--- src/rtl/mux_sel_sequencer.sv ---
// Round-robin select sequencer for a 4:1 mux: grants, settles DWELL cycles, flags valid.
// Optional MUXSEQ_LOCK_EN adds a lock input that re-grants the same channel on ack.
module mux_sel_sequencer #(
    parameter int unsigned DWELL = 2
) (
    input  logic       clk,
    input  logic       rst_n,
    input  logic [3:0] req,
    input  logic       ack,
    output logic [1:0] sel,
    output logic [3:0] gnt,
    output logic       sel_valid
`ifdef MUXSEQ_LOCK_EN
    ,
    input  logic       lock
`endif
);

    typedef enum logic [1:0] {
        IDLE   = 2'd0,
        SETTLE = 2'd1,
        VALID  = 2'd2
    } state_t;

    state_t     state_q, state_d;
    logic [1:0] sel_q, sel_d;
    logic [3:0] gnt_q, gnt_d;
    logic       sel_valid_q, sel_valid_d;
    logic [1:0] ptr_q, ptr_d;
    logic [3:0] cnt_q, cnt_d;

    logic [1:0] base;
    logic [1:0] cand;
    logic [1:0] win_idx;
    logic       win_any;
    logic       relock;

    // In VALID the acked channel becomes the new pointer, so search from sel.
    always_comb begin
        base    = (state_q == VALID) ? sel_q : ptr_q;
        cand    = base;
        win_any = 1'b0;
        win_idx = 2'd0;
        for (int k = 1; k <= 4; k++) begin
            cand = base + 2'(k);
            if (!win_any && req[cand]) begin
                win_any = 1'b1;
                win_idx = cand;
            end
        end
    end

`ifdef MUXSEQ_LOCK_EN
    assign relock = lock && req[sel_q];
`else
    assign relock = 1'b0;
`endif

    always_comb begin
        state_d     = state_q;
        sel_d       = sel_q;
        gnt_d       = gnt_q;
        sel_valid_d = sel_valid_q;
        ptr_d       = ptr_q;
        cnt_d       = cnt_q;
        case (state_q)
            IDLE: begin
                sel_valid_d = 1'b0;
                gnt_d       = 4'b0000;
                if (win_any) begin
                    sel_d   = win_idx;
                    gnt_d   = 4'b0001 << win_idx;
                    cnt_d   = 4'(DWELL - 1);
                    state_d = SETTLE;
                end
            end
            SETTLE: begin
                sel_valid_d = 1'b0;
                if (cnt_q == 4'd0) begin
                    state_d     = VALID;
                    sel_valid_d = 1'b1;
                end else begin
                    cnt_d = cnt_q - 4'd1;
                end
            end
            VALID: begin
                if (ack) begin
                    sel_valid_d = 1'b0;
                    if (relock) begin
                        cnt_d   = 4'(DWELL - 1);
                        state_d = SETTLE;
                    end else if (win_any) begin
                        ptr_d   = sel_q;
                        sel_d   = win_idx;
                        gnt_d   = 4'b0001 << win_idx;
                        cnt_d   = 4'(DWELL - 1);
                        state_d = SETTLE;
                    end else begin
                        ptr_d   = sel_q;
                        gnt_d   = 4'b0000;
                        state_d = IDLE;
                    end
                end
            end
            default: begin
                state_d     = IDLE;
                gnt_d       = 4'b0000;
                sel_valid_d = 1'b0;
            end
        endcase
    end

    always_ff @(posedge clk or negedge rst_n) begin
        if (!rst_n) begin
            state_q     <= IDLE;
            sel_q       <= 2'b00;
            gnt_q       <= 4'b0000;
            sel_valid_q <= 1'b0;
            ptr_q       <= 2'b11;
            cnt_q       <= 4'd0;
        end else begin
            state_q     <= state_d;
            sel_q       <= sel_d;
            gnt_q       <= gnt_d;
            sel_valid_q <= sel_valid_d;
            ptr_q       <= ptr_d;
            cnt_q       <= cnt_d;
        end
    end

    assign sel       = sel_q;
    assign gnt       = gnt_q;
    assign sel_valid = sel_valid_q;

endmodule
--- config.mk ---
export PLATFORM = sky130hd
export DESIGN_NAME = mux_sel_sequencer
export DESIGN_NICKNAME = d
export VERILOG_FILES = /design/src/rtl/mux_sel_sequencer.sv
export SDC_FILE = /design/constraint.sdc
export NUM_CORES = 1
export LEC_CHECK = 0
export CAP_MARGIN = 20
export CORE_UTILIZATION = 51
export CTS_BUF_LIST = sky130_fd_sc_hd__clkbuf_16
export DETAILED_ROUTE_END_ITERATION = 6
export PLACE_DENSITY = 0.88
export SKIP_CTS_REPAIR_TIMING = 1
export SLEW_MARGIN = 30
export SYNTH_ARGS = -nofsm -noshare
export SYNTH_HDL_FRONTEND = slang
export SYNTH_SLANG_ARGS = --single-unit
--- constraint.sdc ---
create_clock -name clk -period 2.2 [get_ports clk]
set_input_delay 0.22 -clock clk [delete_from_list [all_inputs] [get_ports clk]]
set_output_delay 0.22 -clock clk [all_outputs]
set_load 0.05 [all_outputs]
==> impl_metrics.py <==
metrics = {
    "outcome": {
        "status": "completed",
    },
    "critical_path": {
        "end_kind": "flop",
        "cp_max_fo": 8,
        "worstPathArrival_ns": 1.95,
        "required_ns": 2.33,
        "ff2ff_path_depth": 5,
        "crit_type": "reg2reg",
        "critPathLaunchType": "flop",
    },
    "cts": {
        "clock-sinks": 15,
        "clk_latency_ns": 0.24,
        "cts_tree": "yes",
        "numCtsBuffers": 3,
        "clk_pin_slew_worst_paths_ns": 0.05,
        "htree_levels": 1,
        "cts_root_buf": "clkbuf_16",
        "clock_path_buffers": 2,
    },
    "route": {
        "vias_per_cell": 5.86,
        "routed_wl_mm": 1.75,
        "drt-initial-drc-count": 21,
        "drcViolationCount": 0,
        "postRouteAntennaNets": 0,
        "dr.pass1.iters": 4,
        "routed-via-count": 686,
        "wl_per_cell_um": 14.9,
    },
    "logic_synthesis": {
        "yosys_warnings": 0,
        "ys_seq_elements": 15,
        "post_synth_num_cell_types": 34,
        "syn_area_um2": 850,
        "syn-num-nets": 94,
        "avgSynthCellArea_um2": 9.99,
        "synth.area.top_cells": "dfrtp_1, dfstp_2, nand2_1",
        "synth_top_flop_cell": "dfrtp_1",
        "synth_most_common_cell": "dfrtp_1",
        "netlist.area_leader.share": 0.383,
        "yosys-top-cells-count": "dfrtp_1, nand2_1, inv_1",
        "async_flop_share": 1.00,
        "netlist_instances": 85,
        "synth_edf_count": 0,
        "ys_seq_area_frac": 0.445,
        "yosysTopAreaCell": "dfrtp_1",
    },
    "placed_design": {
        "gp_congestion": 0.828,
        "hpwlAfterDp_mm": 1.33,
        "dp_slack_ns": 0.204,
        "port_buffers": 13,
        "placed_area_um2": 991,
    },
    "layout": {
        "fin_nets": 111,
        "fillers": 114,
        "drive_above_1_share": 0.129,
        "antennaDiodeCount": 0,
        "area_growth_pct": 25.9,
        "design_area_um2": 1070,
    },
    "die": {
        "rows": 14,
        "start_util": 0.557,
        "core_um2": 1520,
        "dieHeight_um": 42.8,
        "die_x_um": 42.8,
        "ios": 14,
        "die-area_um2": 1830,
    },
    "pwr": {
        "p_leak_nw": 0.489,
        "power.total_w": 0.00173,
        "ir_drop_mv": 0.943,
        "power_density_nw_per_um2": 1610,
    },
    "global_route": {
        "grt_max_degree": 16,
        "first_global_vias": 671,
        "antenna_found_initial": 0,
        "grt_pass1_wl_mm": 2.86,
        "grt_overflow": 0,
        "grtUsageTotal": 0.216,
    },
    "worst_hold_path": {
        "hp-class": "in2async",
    },
    "timing": {
        "skew_ns": 0.00246,
        "relSlewSlack": 0.570,
        "finalCritPeriodShare": 0.827,
        "setup_viol": 0,
        "worst_pin_slew_ns": 0.642,
        "period_minus_slack_ns": 1.82,
        "report.final.hold_viol_count": 0,
        "drv_slew": 0,
        "fmax_mhz": 549,
        "fin_ws_ns": 0.380,
        "setup_tns_ns": 0,
        "rsz0062_at_grt": "no",
    },
    "flow_run": {
        "cap_violations": 0,
    },
}
power by group:
| group | switching (W) | total (W) | internal, W |
|---|---|---|---|
| registers | 0.000119 | 0.000536 | 0.000417 |
| clock network | 0.000106 | 0.000346 | 0.000240 |
| logic | 0.000511 | 0.000844 | 0.000333 |
sequential cells by signal (all words and copies together) (netlist names):
signal / flops
cnt_q: 4
ptr_q: 2
gnt: 4
sel_valid: 1
sel: 2
state_q: 2
path summary, 6_finish.rpt:
check,from,to,slack (ns)
max in group asynchronous,rst_n,sel[1]$_DFFE_PN0P_,1.41
worst max register to register,state_q[0]$_DFFE_PN0P_,gnt[1]$_DFFE_PN0P_,0.38
worst max-delay path,state_q[0]$_DFFE_PN0P_,gnt[1]$_DFFE_PN0P_,0.38
worst min register to register,gnt[0]$_DFFE_PN0P_,gnt[0]$_DFFE_PN0P_,0.48
min in group clk,gnt[0]$_DFFE_PN0P_,gnt[0]$_DFFE_PN0P_,0.48
worst min-delay path,rst_n,cnt_q[3]$_DFFE_PN0P_,0.37
cell families (layout without fill, tap and decap cells):
logic type / Yosys count / after routing / share of synthesized area
XOR/XNOR: 2 / 2 / 0.0206
buffers and inverters: 9 / 25 / 0.0501
multiplexers: 5 / 5 / 0.0781
AND/OR/NAND/NOR: 29 / 29 / 0.165
adder cells (fa/ha/maj): 2 / 2 / 0.0295
flip-flops: 15 / 15 / 0.445
AO/OA/AOI/OAI: 23 / 23 / 0.212
per-layer routing:
metal,global-route usage,share of wire
met1,0.253,0.45
met2,0.364,0.50
met3,0.0638,0.036
met4,0.0938,0.017
met5,0,0
worst max-delay path, stage by stage, from the launching register on:
cell and delay [ns]:
dfrtp_1 0.43, nand2b_1 0.32, mux2i_4 0.36, a221oi_2 0.11
a211o_1 0.31, a22o_1 0.18
cells in the final DEF (no fill, tap or decap), types with 3 or more instances in the layout:
cell | synthesis | layout
o21ai_1 | 4 | 4
clkdlybuf4s50_1 | 0 | 13
dfrtp_1 | 13 | 13
nand2_1 | 9 | 9
nor2b_1 | 3 | 3
inv_1 | 7 | 8
nand3_1 | 4 | 4
mux2_2 | 3 | 3
nor2_1 | 5 | 5
clkbuf_16 | 0 | 3
cell type report:
type | instances | area, um^2 | area share
Timing Repair Buffer | 14 | 138 | 0.129
Clock buffer | 3 | 75.1 | 0.0702
Clock inverter | 1 | 3.75 | 0.00351
Sequential cell | 15 | 378 | 0.353
Inverter | 7 | 26.3 | 0.0246
Tap cell | 16 | 20.0 | 0.0187
Multi-Input combinational cell | 61 | 429 | 0.401
metrics by stage:
| stage | utilization | hold slack (ns) | instances |
|---|---|---|---|
| floorplan | - | -0.0756 | 85 |
| global placement | 0.650 | 0.474 | 113 |
| detailed placement | 0.650 | 0.485 | 113 |
| CTS | 0.702 | 0.410 | 117 |
| global route | 0.702 | 0.446 | 117 |
| finish | 0.702 | 0.375 | 117 |
Power figures use the tool's default switching activity.
